$ cat src/rtl/arb_pkg.sv
// Shared types and sizing for the 4-way round-robin arbiter.
package arb_pkg;

    localparam int NUM_REQ = 4;
    localparam int IDX_W   = 2;

    typedef enum logic [1:0] {
        IDLE    = 2'd0,
        GRANT   = 2'd1,
        RELEASE = 2'd2
    } state_t;

    function automatic logic [NUM_REQ-1:0] onehot(input logic [IDX_W-1:0] i);
        logic [NUM_REQ-1:0] r;
        r    = '0;
        r[i] = 1'b1;
        return r;
    endfunction

endpackage

$ cat src/rtl/rr_pick4.sv
// Combinational round-robin pick: rotate req so ptr lands at bit 0, then
// take the lowest set bit and map its offset back to an absolute index.
module rr_pick4
    import arb_pkg::*;
(
    input  logic [NUM_REQ-1:0] req,
    input  logic [IDX_W-1:0]   ptr,
    output logic [IDX_W-1:0]   idx,
    output logic               any
);

    logic [2*NUM_REQ-1:0] dbl;
    logic [NUM_REQ-1:0]   rot;
    logic [IDX_W-1:0]     off;

    assign dbl = {req, req};
    assign rot = dbl[ptr +: NUM_REQ];

    always_comb begin
        off = '0;
        for (int i = NUM_REQ - 1; i >= 0; i--) begin
            if (rot[i]) off = IDX_W'(i);
        end
    end

    assign idx = ptr + off;
    assign any = |req;

endmodule

$ cat src/rtl/rr_arbiter.sv
// Round-robin arbiter for 4 requesters with done-release and a hold limit
// that forcibly revokes a grant after MAX_HOLD cycles.
module rr_arbiter
    import arb_pkg::*;
#(
    parameter int MAX_HOLD = 8
) (
    input  logic               clk,
    input  logic               rst,
    input  logic [NUM_REQ-1:0] req,
    input  logic               done,
    output logic [NUM_REQ-1:0] gnt,
    output logic [IDX_W-1:0]   gnt_id,
    output logic               busy,
    output logic               timeout
);

    localparam int CW = $clog2(MAX_HOLD) + 1;

    state_t         state;
    logic [IDX_W-1:0] ptr;
    logic [CW-1:0]  cnt;
    logic [IDX_W-1:0] pick_idx;
    logic           pick_any;
    logic           limit;
    logic           owner_req;
    logic           release_now;

    rr_pick4 u_pick (
        .req (req),
        .ptr (ptr),
        .idx (pick_idx),
        .any (pick_any)
    );

    assign limit       = (cnt == CW'(MAX_HOLD - 1));
    assign owner_req   = req[gnt_id];
    assign release_now = done || !owner_req || limit;

    always_ff @(posedge clk) begin
        if (!rst) begin
            state   <= IDLE;
            ptr     <= '0;
            cnt     <= '0;
            gnt     <= '0;
            gnt_id  <= '0;
            busy    <= 1'b0;
            timeout <= 1'b0;
        end else begin
            timeout <= 1'b0;
            case (state)
                IDLE, RELEASE: begin
                    // RELEASE arbitrates with the ptr already advanced on entry
                    if (pick_any) begin
                        state  <= GRANT;
                        gnt    <= onehot(pick_idx);
                        gnt_id <= pick_idx;
                        busy   <= 1'b1;
                        cnt    <= '0;
                    end else begin
                        state  <= IDLE;
                        gnt    <= '0;
                        gnt_id <= '0;
                        busy   <= 1'b0;
                    end
                end
                GRANT: begin
                    if (release_now) begin
                        state   <= RELEASE;
                        gnt     <= '0;
                        gnt_id  <= '0;
                        busy    <= 1'b0;
                        cnt     <= '0;
                        ptr     <= gnt_id + IDX_W'(1);
                        // only a pure hold-limit exit is reported as a timeout
                        timeout <= limit && !done && owner_req;
                    end else begin
                        cnt <= cnt + CW'(1);
                    end
                end
                default: begin
                    state  <= IDLE;
                    gnt    <= '0;
                    gnt_id <= '0;
                    busy   <= 1'b0;
                end
            endcase
        end
    end

endmodule

$ cat config.mk
export PLATFORM = sky130hd
export DESIGN_NAME = rr_arbiter
export DESIGN_NICKNAME = d
export VERILOG_FILES = /design/src/rtl/arb_pkg.sv /design/src/rtl/rr_pick4.sv /design/src/rtl/rr_arbiter.sv
export SDC_FILE = /design/constraint.sdc
export NUM_CORES = 1
export LEC_CHECK = 0
export ABC_CLOCK_PERIOD_IN_PS = 3740
export BUFFER_PORTS_ARGS = -buffer_cell sky130_fd_sc_hd__buf_2
export CAP_MARGIN = 20
export CELL_PAD_IN_SITES_DETAIL_PLACEMENT = 1
export CELL_PAD_IN_SITES_GLOBAL_PLACEMENT = 1
export CORE_MARGIN = 2
export CORE_UTILIZATION = 43
export DETAILED_ROUTE_END_ITERATION = 6
export GPL_TIMING_DRIVEN = 0
export PLACE_DENSITY_LB_ADDON = 0.1
export RECOVER_POWER = 25
export SKIP_LAST_GASP = 1
export SYNTH_ARGS = -nofsm -noshare
export SYNTH_HDL_FRONTEND = slang
export SYNTH_SLANG_ARGS = --single-unit
export TNS_END_PERCENT = 20
$ cat constraint.sdc
create_clock -name clk -period 3.74 [get_ports clk]
set_input_delay 0.374 -clock clk [delete_from_list [all_inputs] [get_ports clk]]
set_output_delay 0.374 -clock clk [all_outputs]
set_load 0.02 [all_outputs]
==> results.sh, run 1 <==
export IMPL_synth_seq_area_share_pct=37.1
export IMPL_cts_tree="built"
export IMPL_peakVddDrop_v=0.000203
export IMPL_crit_type="register to register"
export IMPL_cp_max_fo=10
export IMPL_clk_pin_slew_worst_paths_ps=90
export IMPL_final_cell_count_no_fill=135
export IMPL_finish_utilization_pct=50.3
export IMPL_overflow=0
export IMPL_gp_congestion=0.729
export IMPL_dp_hpwl_mm=1.38
export IMPL_syn_to_final_growth_pct=12.0
export IMPL_hold_depth=1
export IMPL_worst_pin_slew_ps=467
export IMPL_vias=716
export IMPL_tns_ps=0
export IMPL_synthDistinctLibCells=39
export IMPL_synth_top_area_cell="dfxtp_1"
export IMPL_status="finished clean"
export IMPL_clockPowerShare_pct=23.2
export IMPL_synth_warnings=0
export IMPL_htreeDepth=1
export IMPL_insertion_delay_ps=280
export IMPL_drt_wl_total_mm=1.79
export IMPL_cts_resized=0
export IMPL_drive_gt1_share_pct=18.5
export IMPL_r2r_cells=7
export IMPL_antenna_left=0
export IMPL_drt_iter0_markers=11
export IMPL_clock_sinks=16
export IMPL_synth_area_leaders="dfxtp_1 (37%), nor2_1 (5.7%), a22o_1 (3.0%)"
export IMPL_synth_cells=94
export IMPL_power_density_nw_per_um2=400
export IMPL_cts_buffer_depth=2
export IMPL_drt_pass1_iter_count=4
export IMPL_dieArea_um2=2380
export IMPL_pre_cts_ws_ps=1660
export IMPL_rsz0062_at_grt="no"
export IMPL_hold_buffers=0
export IMPL_period_needed_ps=2100
export IMPL_numCtsBuffers=3
export IMPL_hold_class="register to register"
export IMPL_cts_root_buffer="clkbuf_4"
export IMPL_crit_arrival_ps=2320
export IMPL_multiInputGateArea_um2=492
export IMPL_finalClockSkew_ps=5.80
export IMPL_num_rows=16
export IMPL_syn_area_um2=863
export IMPL_syn_area_per_cell_um2=9.18
export IMPL_post_synth_top_count_cell="dfxtp_1"
export IMPL_ys_ff_latch=16
export IMPL_cts_setup_buffers=0
export IMPL_relSlewSlack_pct=68.7
export IMPL_setup_slack_ps=1640
export IMPL_via_per_inst=5.30
export IMPL_pwr_share_comb_pct=26.1
export IMPL_fmax_mhz=477
export IMPL_crit_slowest_cell="or4_1"
export IMPL_portBuffers=11
export IMPL_seqPwrFrac_pct=50.8
export IMPL_ys_flop_type="dfxtp_1"
export IMPL_grt_use_total_pct=16.9
export IMPL_die_h_um=48.8
export IMPL_wl_per_cell_um=13.3
export IMPL_finalHoldViolations=0
export IMPL_final_setup_viol_count=0
export IMPL_ys_top_cells_by_count="dfxtp_1 (16), nor2_1 (13), inv_1 (4)"
export IMPL_synth_top_area_share_pct=37.1
export IMPL_antennaDiodeCount=0
export IMPL_grt_max_degree=11
export IMPL_grt_pass1_wl_mm=3.13
export IMPL_die_w_um=48.8
export IMPL_critPathCaptureType="register"
export IMPL_p_int_w=0.000263
export IMPL_cpPeakStageDelay_ps=520
export IMPL_synth_async_reset_ratio_pct=0
export IMPL_fillers=246
export IMPL_crit_path_cell_trace="buf_2 -> or4_1 -> o211ai_1 -> ha_1 -> xnor2_1 -> xnor2_1 -> a32o_1"
export IMPL_synth_edf_count=0
export IMPL_cp_data_required_time_ps=3970
export IMPL_grt_pass1_vias=702
export IMPL_initial_core_util_pct=44.9
export IMPL_max_cap_violations=0
export IMPL_p_sw_share_pct=31.9
export IMPL_synth_nets=103
export IMPL_regArea_um2=320
export IMPL_drc=0
export IMPL_leakage_nw=0.400
export IMPL_fin_nets=119
export IMPL_place_inst=132
export IMPL_antenna_found_initial=0
export IMPL_crit_top_cell="xnor2_1"
export IMPL_finalMaxSlewViolations=0
export IMPL_coreArea_um2=1920
export IMPL_power_switching_w=0.000123
export IMPL_cp_start_kind="register"
export IMPL_fin_crit_sh_pct=56.1
export IMPL_io_pins=15
state kept, by name, indices dropped and copies added (netlist names):
| name | cells |
|---|---|
| gnt_id | 2 |
| timeout | 1 |
| gnt | 4 |
| state | 2 |
| cnt | 4 |
| busy | 1 |
| ptr | 2 |
power by group through the flow:
stage	Sequential [W]	Combinational [W]	Clock, W
5_1_grt	0.000199	0.000113	0.0000958
3_5_place_dp	0.000200	0.000103	0
4_1_cts	0.000196	0.000104	0.0000927
6_report	0.000196	0.000101	0.0000895
2_1_floorplan	0.000209	0.0000674	0
3_3_place_gp	0.000200	0.000101	0
cells by family (layout without fill, tap and decap cells):
kind of cell / Yosys count / count (layout) / share of synthesized area [%]
AO/OA/AOI/OAI: 23 / 23 / 22.8
buffers and inverters: 9 / 23 / 5.94
adder cells (fa/ha/maj): 2 / 2 / 2.90
multiplexers: 4 / 4 / 5.51
XOR/XNOR: 3 / 3 / 3.04
AND/OR/NAND/NOR: 37 / 37 / 22.8
flip-flops: 16 / 16 / 37.1
layout by cell type, fill, tap and decap left out, types with 3 or more instances in the layout:
cell and instances:
nand3b_1 3, dfxtp_1 16, a21oi_1 3, nor2_1 13, inv_1 4, clkbuf_4 3, o2bb2ai_1 3, nand2_1 3
nand3_1 3, buf_2 7, clkbuf_1 7, nor2b_1 3, a22o_1 3, nand2b_1 3
routing by layer:
metal  vias up  global-route usage [%]  routed length, um
li1        370                       -                  -
met1       337                    22.1                916
met2         7                    27.6                821
met3         2                    1.84                 40
met4         0                    8.57                 14
met5         -                       0                  0
critical path: cells and delay by family (launching register included):
kind,cells,cell delay (ps)
buffers and inverters,1,180
DFF,1,330
xor gates and xnor gates,2,470
AOI/OAI and AO/OA,2,350
and+or+nand+nor,1,520
adders and majority gates,1,190
through the flow:
step / total power [W] / hold slack (ps) / cell area, um2
CTS: 0.000393 / 454 / 975
global route: 0.000407 / 480 / 967
floorplan: 0.000276 / 475 / 863
detailed placement: 0.000304 / 433 / 952
finish: 0.000387 / 454 / 967
global placement: 0.000301 / 431 / 952
worst paths after layout:
check,end,slack (ps),startpoint
worst max-delay path,gnt[1],1640,ptr[0]
worst min-delay path,busy,450,busy
worst max register to register,gnt[1],1640,ptr[0]
worst min register to register,busy,450,busy
cell type report:
cell class / count / share of cell area (%)
plain buffers: 5 / 3.75
clock buffers: 3 / 2.33
inverters: 4 / 1.55
multi-input cells: 69 / 50.8
flip-flops and latches: 16 / 33.1
well taps: 27 / 3.49
repair buffers: 11 / 4.92
Note: power is estimated with default switching activity, not from simulation.
==> run 2, diff against run 1 <==
--- a/config.mk
+++ b/config.mk
@@ -5,13 +5,13 @@
 export SDC_FILE = /design/constraint.sdc
 export NUM_CORES = 1
 export LEC_CHECK = 0
-export ABC_CLOCK_PERIOD_IN_PS = 3740
+export ABC_CLOCK_PERIOD_IN_PS = 2100
 export BUFFER_PORTS_ARGS = -buffer_cell sky130_fd_sc_hd__buf_2
 export CAP_MARGIN = 20
 export CELL_PAD_IN_SITES_DETAIL_PLACEMENT = 1
 export CELL_PAD_IN_SITES_GLOBAL_PLACEMENT = 1
 export CORE_MARGIN = 2
-export CORE_UTILIZATION = 43
+export CORE_UTILIZATION = 40
 export DETAILED_ROUTE_END_ITERATION = 6
 export GPL_TIMING_DRIVEN = 0
 export PLACE_DENSITY_LB_ADDON = 0.1
==> constraint.sdc (replaced) <==
create_clock -name clk -period 2.1 [get_ports clk]
set_input_delay 0.21 -clock clk [delete_from_list [all_inputs] [get_ports clk]]
set_output_delay 0.21 -clock clk [all_outputs]
set_load 0.02 [all_outputs]
==> run 2 against run 1 <==
Against the previous run:
- sequential power grew 80%
- total power grew 88%
- clock power rose by 81%
- worst setup slack lost 1600 ps
- critical endpoint unchanged
- largest cell class unchanged
==> results.sh, run 2 (synthesized netlist as in run 1, its figures left out) <==
export IMPL_status="finished clean"
export IMPL_power_density_nw_per_um2=708
export IMPL_drt_wl_total_mm=2.26
export IMPL_crit_arrival_ps=2290
export IMPL_antennaDiodeCount=0
export IMPL_leakage_nw=0.433
export IMPL_coreArea_um2=2000
export IMPL_hold_class="input pin to register"
export IMPL_insertion_delay_ps=280
export IMPL_wl_per_cell_um=16.2
export IMPL_largestRegisters="cnt x4, gnt x4"
export IMPL_num_rows=16
export IMPL_hold_buffers=0
export IMPL_htreeDepth=1
export IMPL_clk_pin_slew_worst_paths_ps=100
export IMPL_finalClockSkew_ps=7.70
export IMPL_cp_start_kind="register"
export IMPL_fmax_mhz=487
export IMPL_antenna_found_initial=0
export IMPL_rsz0062_at_grt="yes"
export IMPL_grt_max_degree=11
export IMPL_grt_pass1_wl_mm=3.46
export IMPL_die_w_um=50.5
export IMPL_die_h_um=50.5
export IMPL_numCtsBuffers=3
export IMPL_cp_data_required_time_ps=2330
export IMPL_max_cap_violations=0
export IMPL_power_w=0.000727
export IMPL_cts_root_buffer="clkbuf_4"
export IMPL_period_needed_ps=2050
export IMPL_final_setup_viol_count=0
export IMPL_portBuffers=11
export IMPL_vias=771
export IMPL_overflow=0
export IMPL_gp_congestion=0.726
export IMPL_cp_max_fo=5
export IMPL_relSlewSlack_pct=72.1
export IMPL_drt_iter0_markers=10
export IMPL_fin_nets=123
export IMPL_final_cell_mix="dfxtp_1 (15), nor2_1 (13), buf_2 (8), clkbuf_1 (6), inv_1 (4)"
export IMPL_fin_hold_ws_ps=320
export IMPL_final_common_cell="dfxtp_1"
export IMPL_finalHoldViolations=0
export IMPL_clock_sinks=16
export IMPL_via_per_inst=5.55
export IMPL_p_int_w=0.000490
export IMPL_finalMaxSlewViolations=0
export IMPL_cts_tree="built"
export IMPL_syn_to_final_growth_pct=19.0
export IMPL_pwr_share_comb_pct=29.4
export IMPL_clockPowerShare_pct=22.2
export IMPL_fillers=250
export IMPL_cts_buffer_depth=2
export IMPL_dieArea_um2=2550
export IMPL_grt_pass1_vias=761
export IMPL_p_sw_share_pct=32.6
export IMPL_drive_gt1_share_pct=26.8
export IMPL_dp_hpwl_mm=1.50
export IMPL_drc=0
export IMPL_crit_type="register to register"
export IMPL_critPathCaptureType="register"
export IMPL_fin_crit_sh_pct=97.8
export IMPL_power_switching_w=0.000237
export IMPL_drt_pass1_iter_count=4
export IMPL_grt_use_total_pct=17.6
export IMPL_worst_pin_slew_ps=413
export IMPL_initial_core_util_pct=43.1
export IMPL_antenna_left=0
export IMPL_io_pins=15
export IMPL_peakVddDrop_v=0.000412
export IMPL_seqPwrFrac_pct=48.3
-- run 2: timing repair --
action	CTS	global route
setup endpoints to repair	3	5
gates cloned	0	1
gates resized for setup	1	8
pin swaps	0	5
setup buffers	0	3
-- run 2: per-stage QoR --
step	std cells	setup TNS, ps	setup WS (ps)	instance area (um2)	utilization (%)
global route	139	-319	-96.7	1030	51.3
CTS	135	0	37.5	982	49.1
finish	139	0	46.5	1030	51.3
global placement	132	-3.85	-3.85	952	47.6
floorplan	94	0	229	863	-
detailed placement	132	-1.01	-1.01	952	47.6
-- run 2: power by group through the flow --
stage	Clock (W)	Sequential (W)	Combinational [W]
floorplan	0	0.000371	0.000120
global placement	0	0.000355	0.000184
detailed placement	0	0.000356	0.000188
CTS	0.000167	0.000349	0.000193
global route	0.000178	0.000356	0.000234
finish	0.000162	0.000352	0.000214
-- run 2: metal layers --
metal  up-vias  global-route usage [%]  wire (um)
met5         -                       0          0
li1        383                       -          -
met3         0                    3.87         66
met1       371                    22.0       1050
met2        17                    30.7       1140
met4         0                    4.50          0
-- run 2: worst paths after layout --
path	from	to	slack, ps	depth (start not counted)
worst max register to register	ptr[0]	gnt[1]	50	7
worst max-delay path	ptr[0]	gnt[1]	50	7
worst min-delay path	rst	ptr[0]	320	2
worst min register to register	busy	busy	460	1
-- run 2: final cells by class --
class                           instances  area, um2  area share [%]
Multi-Input combinational cell         69        513            49.9
Inverter                                4       15.0            1.46
Clock buffer                            3       22.5            2.19
Buffer                                  5       42.5            4.14
Tap cell                               27       33.8            3.29
Sequential cell                        16        324            31.5
Timing Repair Buffer                   15       76.3            7.43
-- run 2: critical path: stages, from the launching register on --
cell	delay, ps
dfxtp_4	370
buf_6	120
or4_4	510
o211ai_1	140
ha_2	250
xnor2_2	90
xnor2_2	300
a32o_1	210
==> run 3, diff against run 2 <==
--- a/config.mk
+++ b/config.mk
@@ -14,7 +14,7 @@
 export CORE_UTILIZATION = 40
 export DETAILED_ROUTE_END_ITERATION = 6
 export GPL_TIMING_DRIVEN = 0
-export PLACE_DENSITY_LB_ADDON = 0.1
+export PLACE_DENSITY_LB_ADDON = 0.08
 export RECOVER_POWER = 25
 export SKIP_LAST_GASP = 1
 export SYNTH_ARGS = -nofsm -noshare
==> run 3 against run 2 <==
Against the previous run:
- clock power barely moved
- design area fell by 3.0%
- register-to-register slack improved by 40 ps
- via count fell by 2.9%
- final cell count fell by 2.9%
- worst setup slack improved by 43 ps
- sequential cell count did not move
- critical path depth did not move
- sequential power barely moved
- largest cell class unchanged
- largest power group unchanged
==> results.sh, run 3 (synthesized netlist as in run 1, its figures left out) <==
export IMPL_status="finished clean"
export IMPL_io_pins=15
export IMPL_regArea_um2=322
export IMPL_reg2reg_setup_slack_ps=90
export IMPL_cts_tree="built"
export IMPL_max_cap_violations=0
export IMPL_final_setup_viol_count=0
export IMPL_cts_buffer_depth=2
export IMPL_fin_hold_ws_ps=309
export IMPL_largestRegisters="cnt x4, gnt x4"
export IMPL_clk_pin_slew_worst_paths_ps=90
export IMPL_grt_max_degree=11
export IMPL_cp_buffers_inverters=1
export IMPL_initial_core_util_pct=43.1
export IMPL_drc=0
export IMPL_multiInputGateArea_um2=513
export IMPL_drt_pass1_iter_count=3
export IMPL_fin_nets=119
export IMPL_die_w_um=50.5
export IMPL_relSlewSlack_pct=72.7
export IMPL_p_int_w=0.000480
export IMPL_cp_max_fo=10
export IMPL_seqPwrFrac_pct=49.2
export IMPL_cp_start_kind="register"
export IMPL_cpPeakStageDelay_ps=530
export IMPL_drt_iter0_markers=4
export IMPL_dieArea_um2=2550
export IMPL_clockPowerShare_pct=22.9
export IMPL_hold_class="input pin to register"
export IMPL_grt_pass1_wl_mm=3.39
export IMPL_fmax_mhz=497
export IMPL_crit_path_cell_trace="buf_6 -> or4_4 -> o211ai_1 -> ha_2 -> xnor2_2 -> xnor2_2 -> a32o_1"
export IMPL_antennaDiodeCount=0
export IMPL_crit_slowest_cell="or4_4"
export IMPL_coreArea_um2=2000
export IMPL_drive_gt1_share_pct=23.1
export IMPL_antenna_found_initial=0
export IMPL_finalMaxSlewViolations=0
export IMPL_cp_data_required_time_ps=2340
export IMPL_finalHoldViolations=0
export IMPL_peakVddDrop_v=0.000483
export IMPL_leakage_nw=0.408
export IMPL_clock_sinks=16
export IMPL_cts_root_buffer="clkbuf_4"
export IMPL_grt_pass1_vias=676
export IMPL_fin_crit_sh_pct=95.7
export IMPL_power_density_nw_per_um2=717
export IMPL_insertion_delay_ps=290
export IMPL_wl_per_cell_um=15.1
export IMPL_antenna_left=0
export IMPL_cp_top_family="simple AND/OR/NAND/NOR gates"
export IMPL_die_h_um=50.5
export IMPL_finalClockSkew_ps=4.82
export IMPL_critPathCaptureType="register"
export IMPL_grt_use_total_pct=18.2
export IMPL_final_common_cell="dfxtp_1"
export IMPL_gp_congestion=0.698
export IMPL_p_sw_share_pct=32.7
export IMPL_htreeDepth=1
export IMPL_overflow=0
export IMPL_final_cell_mix="dfxtp_1 (15), nor2_1 (13), clkbuf_1 (7), buf_2 (6), inv_1 (4)"
export IMPL_crit_type="register to register"
export IMPL_worst_pin_slew_ps=406
export IMPL_period_needed_ps=2010
export IMPL_syn_to_final_growth_pct=15.4
export IMPL_via_per_inst=5.55
export IMPL_vias=749
export IMPL_num_rows=16
export IMPL_numCtsBuffers=3
export IMPL_crit_top_cell="xnor2_2"
export IMPL_hold_buffers=0
export IMPL_fillers=251
export IMPL_power_switching_w=0.000233
export IMPL_rsz0062_at_grt="no"
export IMPL_portBuffers=11
export IMPL_place_area_um2=952
export IMPL_pwr_share_comb_pct=27.9
export IMPL_finalInstanceArea_um2=996
export IMPL_dp_hpwl_mm=1.45
export IMPL_crit_arrival_ps=2250
export IMPL_drt_wl_total_mm=2.04
## run 3: per-layer routing
metal  up-vias  wire [um]  global-route usage [%]
met1       361        964                    26.0
met5         -          0                       0
met3         5         69                    4.46
met4         0         38                    9.46
li1        372          -                       -
met2        11        964                    25.2
## run 3: path summary, 6_finish.rpt
path / cells after the start / endpoint / start
max reg2reg: 7 / gnt[1] / ptr[0]
min reg2reg: 1 / busy / busy
max: 7 / gnt[1] / ptr[0]
min: 3 / ptr[1] / rst
## run 3: area by class of cell
type / count / share of cell area (%)
buffer: 5 / 4.27
sequential: 16 / 32.3
timing repair buffer: 11 / 4.77
multi-input combinational: 69 / 51.5
inverter: 4 / 1.51
clock buffer: 3 / 2.26
tap: 27 / 3.39
## run 3: what timing repair did
item,4_1_cts,5_1_grt
setup endpoints to repair,4,5
buffers inserted,0,0
pin swaps,0,4
gates resized for setup,1,7
## run 3: power by group through the flow
stage	Clock (W)	Sequential [W]	Combinational, W
2_1_floorplan	0	0.000371	0.000120
3_3_place_gp	0	0.000354	0.000183
3_5_place_dp	0	0.000356	0.000188
4_1_cts	0.000169	0.000349	0.000193
5_1_grt	0.000180	0.000356	0.000218
6_report	0.000163	0.000351	0.000199
## run 3: per-stage QoR
stage                     TNS, ps  utilization, %  power, W  setup slack [ps]  cells
after global routing            0            49.8  0.000754              7.00    135
after detailed placement    -40.5            47.6  0.000544             -39.6    132
final                           0            49.8  0.000714              89.4    135
after global placement          0            47.6  0.000538              3.95    132
after floorplan                 0               -  0.000491               229     94
after CTS                       0            49.1  0.000712              24.3    135
## run 3: worst reg2reg max path, delay by kind of cell (launching register included)
family	cells	cell delay, ps
adder cells (fa/ha/maj)	1	220
AO/OA/AOI/OAI	2	340
XOR/XNOR	2	390
flip-flops	1	350
AND/OR/NAND/NOR	1	530
buffers and inverters	1	140
